**config.mk**
```make
export PLATFORM = sky130hd
export DESIGN_NAME = peripheral_datos_tx
export DESIGN_NICKNAME = d
export VERILOG_FILES = /design/src/rtl/peripheral_datos_tx_pkg.sv /design/src/rtl/datos_frame_seq.sv /design/src/rtl/peripheral_datos_tx.sv
export SDC_FILE = /design/constraint.sdc
export NUM_CORES = 1
export LEC_CHECK = 0
export ABC_AREA = 1
export BUFFER_PORTS_ARGS = -buffer_cell sky130_fd_sc_hd__buf_2
export CAP_MARGIN = 5
export CORE_AREA = 3 3 86 120
export CTS_BUF_LIST = sky130_fd_sc_hd__clkbuf_4 sky130_fd_sc_hd__clkbuf_8
export CTS_CLUSTER_SIZE = 20
export DETAILED_ROUTE_END_ITERATION = 16
export DIE_AREA = 0 0 89 123
export PLACE_DENSITY = 0.85
export SLEW_MARGIN = 10
export SYNTH_ARGS = -nofsm -noshare
export SYNTH_HDL_FRONTEND = slang
export SYNTH_SLANG_ARGS = --single-unit
```
**constraint.sdc**
```tcl
create_clock -name clk -period 8.4 [get_ports clk]
set_input_delay 1.68 -clock clk [delete_from_list [all_inputs] [get_ports clk]]
set_output_delay 1.68 -clock clk [all_outputs]
set_load 0.01 [all_outputs]
```
**src/rtl/peripheral_datos_tx_pkg.sv**
```systemverilog
// Shared definitions for the data transmit peripheral: address map, frame
// header, sequencer state encoding and STATUS bit layout.
package peripheral_datos_tx_pkg;

  localparam int NFIELDS = 10;
  localparam logic [7:0] HEADER = 8'hAA;

  localparam logic [3:0] FIELD_BASE = 4'h0;
  localparam logic [3:0] CTRL_ADDR  = 4'hE;
  localparam logic [3:0] STAT_ADDR  = 4'hF;

  localparam int STAT_BUSY_BIT = 0;
  localparam int STAT_DONE_BIT = 1;
  localparam int CTRL_START_BIT = 0;

  typedef enum logic [1:0] {IDLE, HDR, FIELD, CSUM} frame_state_t;

  typedef logic [7:0] field_arr_t [NFIELDS];

  // Unsigned subtraction wraps addresses below FIELD_BASE out of range too.
  function automatic logic is_field_addr(input logic [3:0] a);
    return (a - FIELD_BASE) <= 4'(NFIELDS - 1);
  endfunction

endpackage

```
**src/rtl/datos_frame_seq.sv**
```systemverilog
// Frame sequencer: emits HEADER, the field bytes in order and their mod-256
// sum over a valid/ready byte stream.
module datos_frame_seq
  import peripheral_datos_tx_pkg::*;
(
  input  logic       clk,
  input  logic       rst,
  input  field_arr_t fields,
  input  logic       start,
  output logic [7:0] tx_data,
  output logic       tx_valid,
  input  logic       tx_ready,
  output logic       busy,
  output logic       done
);

  localparam logic [3:0] LAST_IDX = 4'(NFIELDS - 1);

  frame_state_t state;
  logic [3:0]   idx;
  logic [7:0]   csum;

  always_ff @(posedge clk or posedge rst) begin
    if (rst) begin
      state    <= IDLE;
      idx      <= '0;
      csum     <= '0;
      tx_data  <= '0;
      tx_valid <= 1'b0;
      done     <= 1'b0;
    end else begin
      unique case (state)
        IDLE: begin
          if (start) begin
            state    <= HDR;
            idx      <= '0;
            csum     <= '0;
            done     <= 1'b0;
            tx_data  <= HEADER;
            tx_valid <= 1'b1;
          end
        end
        HDR: begin
          if (tx_ready) begin
            state   <= FIELD;
            tx_data <= fields[0];
          end
        end
        FIELD: begin
          if (tx_ready) begin
            csum <= csum + tx_data;
            if (idx == LAST_IDX) begin
              // Checksum byte includes the field being accepted this edge.
              state   <= CSUM;
              tx_data <= csum + tx_data;
            end else begin
              idx     <= idx + 4'd1;
              tx_data <= fields[idx + 4'd1];
            end
          end
        end
        CSUM: begin
          if (tx_ready) begin
            state    <= IDLE;
            tx_valid <= 1'b0;
            tx_data  <= '0;
            done     <= 1'b1;
          end
        end
        default: state <= IDLE;
      endcase
    end
  end

  assign busy = (state != IDLE);

endmodule

```
**src/rtl/peripheral_datos_tx.sv**
```systemverilog
// J1 bus peripheral holding ten byte-wide field registers that are sent as a
// framed byte stream when software writes the start bit.
module peripheral_datos_tx
  import peripheral_datos_tx_pkg::*;
(
  input  logic        clk,
  input  logic        rst,
  input  logic [15:0] d_in,
  input  logic        cs,
  input  logic [3:0]  addr,
  input  logic        rd,
  input  logic        wr,
  output logic [15:0] d_out,
  output logic [7:0]  tx_data,
  output logic        tx_valid,
  input  logic        tx_ready,
  output logic        busy
);

  field_arr_t field_q;
  logic       done;
  logic       start;
  logic       bus_wr;

  // Only the low byte of the bus carries register data.
  logic unused_d_in_hi;
  assign unused_d_in_hi = &{1'b0, d_in[15:8]};

  assign bus_wr = cs && wr;
  assign start  = bus_wr && (addr == CTRL_ADDR) && d_in[CTRL_START_BIT] && !busy;

  // Fields are frozen while a frame is in flight so the sequencer reads them live.
  always_ff @(posedge clk or posedge rst) begin
    if (rst) begin
      for (int i = 0; i < NFIELDS; i++) field_q[i] <= '0;
    end else if (bus_wr && !busy && is_field_addr(addr)) begin
      field_q[addr - FIELD_BASE] <= d_in[7:0];
    end
  end

  always_comb begin
    d_out = '0;
    if (cs && rd) begin
      if (is_field_addr(addr)) begin
        d_out = {8'b0, field_q[addr - FIELD_BASE]};
      end else if (addr == STAT_ADDR) begin
        d_out[STAT_BUSY_BIT] = busy;
        d_out[STAT_DONE_BIT] = done;
      end
    end
  end

  datos_frame_seq u_seq (
    .clk      (clk),
    .rst      (rst),
    .fields   (field_q),
    .start    (start),
    .tx_data  (tx_data),
    .tx_valid (tx_valid),
    .tx_ready (tx_ready),
    .busy     (busy),
    .done     (done)
  );

endmodule
```
# Word-level counts from Yosys, hierarchy flattened

Cells that the tools add are included.
W data, S select, Z words.

Add/sub/neg operators: 2
Magnitude comparators: 4
Eq/ne operators: 12
Mux-type cells: 38
Bitwise gates (word level): 2
Reduce and logical (&&, ||, !) cells: 18

Operator list:

| cell                  | count |
|---|---|
| $mux W8               | 13 |
| $bwmux W80            | 1 |
| $bmux W8 S4           | 2 |
| $demux W8 S4          | 1 |
| $pmux W8 S4           | 1 |
| $pmux W8 S2           | 1 |
| $mux W2               | 7 |
| $eq A4 B4 Y1 const B  | 3 |
| $mux W4               | 3 |
| $ge A5 B5 Y1 const B  | 2 |
| $ne A2 B2 Y1 const B  | 5 |
| $not A4 Y5            | 2 |
| $add A8 B8 Y8         | 1 |
| $logic_and A1 B1 Y1   | 8 |
| $pmux W2 S4           | 1 |
| $pmux W4 S2           | 1 |
| $reduce_and A4 Y1     | 2 |
| $mux W6               | 1 |
| $reduce_and A3 Y1     | 2 |
| $reduce_bool A2 Y1    | 3 |
| $lt A5 B1 Y1 const B  | 1 |
| $reduce_and A5 Y1     | 1 |
| $add A4 B1 Y4 const B | 1 |
| $eq A2 B2 Y1 const B  | 2 |
| other kinds (7)       | 11 |

Flip-flop bits (word level): 104

# Longest topological paths before layout

Depth after elaboration: 8
Mapped depth: 12

# Cells and area by module

A second synthesis with hierarchy kept.

Cell total of the unflattened synthesis: 927
Area total of the unflattened synthesis: 6379.9 um2

By module, submodules not included:

| module              | instances | cells each | area an instance (um2) | seq. area each (um2) |
|---|---|---|---|---|
| peripheral_datos_tx | 1         | 520        | 3930.0                 | 2001.9 |
| datos_frame_seq     | 1         | 407        | 2449.8                 | 600.6 |

# Worst setup path after synthesis

No wires, ideal clock.

Path kind: input-to-output
From: input port addr[2]
To: output port d_out[0]
Arrival time: 2.627 ns
Required time: 6.720 ns
Path slack: 4.093 ns
Cell stages on the path: 7
Buffers on the path: 1
Cells stage by stage: buf_4 inv_1 nor2_1 o21ai_0 nand3_1 nand2_1 o21ai_0

Longest elaborated chain between the ends: 6
Elaborated cells on any way between the ends: 9
Classes of those cells: order compare (1); eq/ne (1); mux (6); bitwise (1)

Ends and longest elaborated chain:

| item                                       | RTL line                  | source |
|---|---|---|
| start: declaration                         | peripheral_datos_tx.sv:10 | `input logic [3:0] addr,` |
| $not A4 Y5 (not written as such)           | peripheral_datos_tx.sv:45 | `d_out = {8'b0, field_q[addr - FIELD_BASE]};` |
| $bmux W8 S4                                | peripheral_datos_tx.sv:45 |  |
| $mux W8 (not written as such) (2 in a row) | peripheral_datos_tx.sv:45 |  |
| $mux W2 (*)                                | peripheral_datos_tx.sv:44 | `if (is_field_addr(addr)) begin` |
| $mux W8 (*)                                | peripheral_datos_tx.sv:43 | `if (cs && rd) begin` |
| end: declaration                           | peripheral_datos_tx.sv:13 | `output logic [15:0] d_out,` |

Mark *: on every way between the ends. The rest lies on a longest branch, timed or not. The select of a mux whose other input is x is not followed.

# Worst setup path after layout

From: input port addr[1]
To: output port d_out[1]

The elaborated chain is that of the path after synthesis.

==> results_dict.tcl <==
set metrics [dict create \
    firstDrtPassIters 5 \
    dieArea_sq_mm 0.0109 \
    routed_wl_um 16700 \
    hold_path_depth 2 \
    clk-insertion-delay-late_ps 390 \
    seq_area_sq_mm 0.00260 \
    slew_headroom 0.353 \
    io_pins 52 \
    fin_tns_setup_ps 0 \
    max_stage_delay_ps 460 \
    yosysUniqueCellTypes 33 \
    min_path_type "reg2reg" \
    critical_path_arrival_ps 3620 \
    cts_resized 0 \
    synth-seq-cells 104 \
    finalNetCount 905 \
    syn_area_sq_mm 0.00612 \
    cts.sinks 104 \
    grt_max_degree 64 \
    initial_core_util 0.651 \
    cts_root_buffer "clkbuf_8" \
    htreeDepth 3 \
    holdBufCountCts 0 \
    path_cells "buf_2 > inv_2 > nand2_1 > inv_1 > nand2_1 > o21ai_0 > o21ai_1 > nand3_1 > nand2_1 > o21ai_1 > buf_2" \
    cap_violations 0 \
    fin_crit_sh 0.631 \
    synth_area_leaders "dfrtp_1 43%, nand2_1 18%, o21ai_0 8.7%, nand3_1 6.2%, inv_1 5.1%" \
    worstSetupPathType "in2out" \
    synth_enable_flop_cells 0 \
    skew_ps 10.5 \
    multiInputGateArea_sq_mm 0.00299 \
    ys.flop_type "dfrtp_1" \
    synth_cells 847 \
    antenna_found_initial 0 \
    fillers 804 \
    clk_path_buf_depth 2 \
    p_per_area_mw_per_mm2 292 \
    ant_nets 0 \
    slowest_stage "nand2_1" \
    end_kind "output pin" \
    grt.overflow.total 0 \
    routabilityCongestion 0.967 \
    antenna_cells 0 \
    fmax_mhz 189 \
    viasPerCell 5.93 \
    whs_endpoint "u_seq.csum[2]" \
    rrSetupSlack_ps 5060 \
    synth_top_area_cell "dfrtp_1" \
    r2r_end "u_seq.tx_data[4]" \
    path_clk_slew_ps 90 \
    die_w_um 89 \
    track_usage 0.320 \
    layout_min_cycle_time_ps 5300 \
    drtIter0Drc 624 \
    ys_seq_area_frac 0.425 \
    row_count 42 \
    power.leakage_nw 3.25 \
    cts_tree "built" \
    setup_viol 0 \
    drive_above_1_share 0.0954 \
    yosysWarningCount 0 \
    cp_max_fo 15 \
    status "finished clean" \
    start_kind "primary input" \
    r2r_start "u_seq.idx[0]" \
    numCtsBuffers 9 \
    tightest_slew_ps 967 \
    core_area_sq_mm 0.00941 \
    worstRegToRegCells 11 \
    die_h_um 123 \
    slew_viol_final 0 \
    post_cts_buffers 0 \
    vias 5813 \
    grt_pass1_wl_um 26700 \
    avgSynthCellArea_sq_um 7.23 \
    hold_viol 0 \
    port_buffers 35 \
    crit_required_ps 6720 \
    yosys.area.top_type_share 0.425 \
    drc 0 \
    hp-start "u_seq.csum[2]" \
    ir_drop_mv 0.155 \
    crit_top_cell "nand2_1" \
    synth_async_sr_flop_share 1.00 \
    fin_util 0.686 \
    first_global_vias 5564 \
    finalPower_mw 1.88 \
    avgRoutedWirePerCell_um 17.1 \
    place_hpwl_um 11800 \
    rsz0062_at_grt "no" \
    synthToLayoutAreaGrowth_pct 5.35 \
]
==> how the worst max path moves through the flow <==
stage	start	to	slack [ps]
global route	addr[1]	d_out[1]	2960
global placement	addr[1]	d_out[1]	3170
finish	addr[1]	d_out[1]	3100
floorplan	rst	field_q[0]	3990
CTS	addr[1]	d_out[4]	3170
detailed placement	addr[1]	d_out[4]	3180
==> area by class of cell <==
| class | count | area share |
|---|---|---|
| Multi-Input combinational cell | 620 | 0.463 |
| Sequential cell | 104 | 0.403 |
| Inverter | 92 | 0.0539 |
| Timing Repair Buffer | 38 | 0.0306 |
| Clock buffer | 11 | 0.0225 |
| Tap cell | 110 | 0.0213 |
| Clock inverter | 5 | 0.00485 |
==> power by group <==
part	internal, mW	switching [mW]	total [mW]
registers	0.649	0.117	0.766
clock network	0.119	0.172	0.291
logic	0.278	0.547	0.825
total	1.05	0.836	1.88
==> placed cells by master, fill, tap and decap left out, types with 4 or more instances in the layout <==
cell type  instances
nor2_4             4
o21ai_1           26
inv_1             82
o22ai_1            9
nand2_1          300
ha_1              13
nand2_2            8
a21oi_1           11
inv_2              7
conb_1             8
nand4_1            5
nor2_1            15
nand3_1           76
a22oi_1           20
buf_2             35
dfrtp_1          104
o21ai_0          106
clkbuf_8          10
==> logic make-up (layout without fill, tap and decap cells) <==
family,Yosys count,after routing,share of synthesized area
AO/OA/AOI/OAI,177,177,0.158
other,1,8,0.000612
flip-flops,104,104,0.425
XOR/XNOR,4,4,0.00572
buffers and inverters,130,146,0.0911
AND/OR/NAND/NOR,417,417,0.290
adder cells (fa/ha/maj),14,14,0.0298
==> sequential cells by signal, indices dropped and copies added, names as in the netlist <==
name and cells:
u_seq.tx_data 8, u_seq.done 1, u_seq.tx_valid 1, field_q 80, u_seq.state 2, u_seq.idx 4
u_seq.csum 8
==> worst max-delay path: cells and delay by family <==
family / cells / cell delay (ps)
AO/OA/AOI/OAI: 3 / 320
buffers and inverters: 4 / 810
AND/OR/NAND/NOR: 4 / 820
==> routing by layer <==
layer / GRT usage / wire length, um / up-vias
met5: 0 / 0 / -
met1: 0.401 / 6660 / 2727
met2: 0.535 / 8330 / 264
met4: 0.148 / 575 / 0
met3: 0.0540 / 1150 / 51
li1: - / - / 2771
==> per-stage QoR <==
step           cells  hold WS, ps  area (sq um)  worst slack (ps)
2_1_floorplan    854          453          6150              3990
3_3_place_gp     964          462          6270              3170
3_5_place_dp     964          470          6270              3180
4_1_cts          980          494          6450              3170
5_1_grt          980          519          6450              2960
6_report         980          493          6450              3100
==> Yosys cell counts (2+ instances only) <==
cell,n
nand3_1,76
o21ai_1,26
clkinv_1,2
buf_2,17
nor2_2,3
xnor2_1,2
nor2_1,15
inv_1,83
nor2_4,4
o211ai_1,2
dfrtp_1,104
nor3_4,2
a21oi_1,11
nand2_2,8
ha_1,13
inv_2,7
a22oi_1,20
o21ai_0,106
nand3_2,2
buf_4,11
o22ai_1,9
nand4_1,5
clkbuf_1,8
nand3b_1,2
xor2_1,2
nand2_1,300
Power figures use the tool's default switching activity.
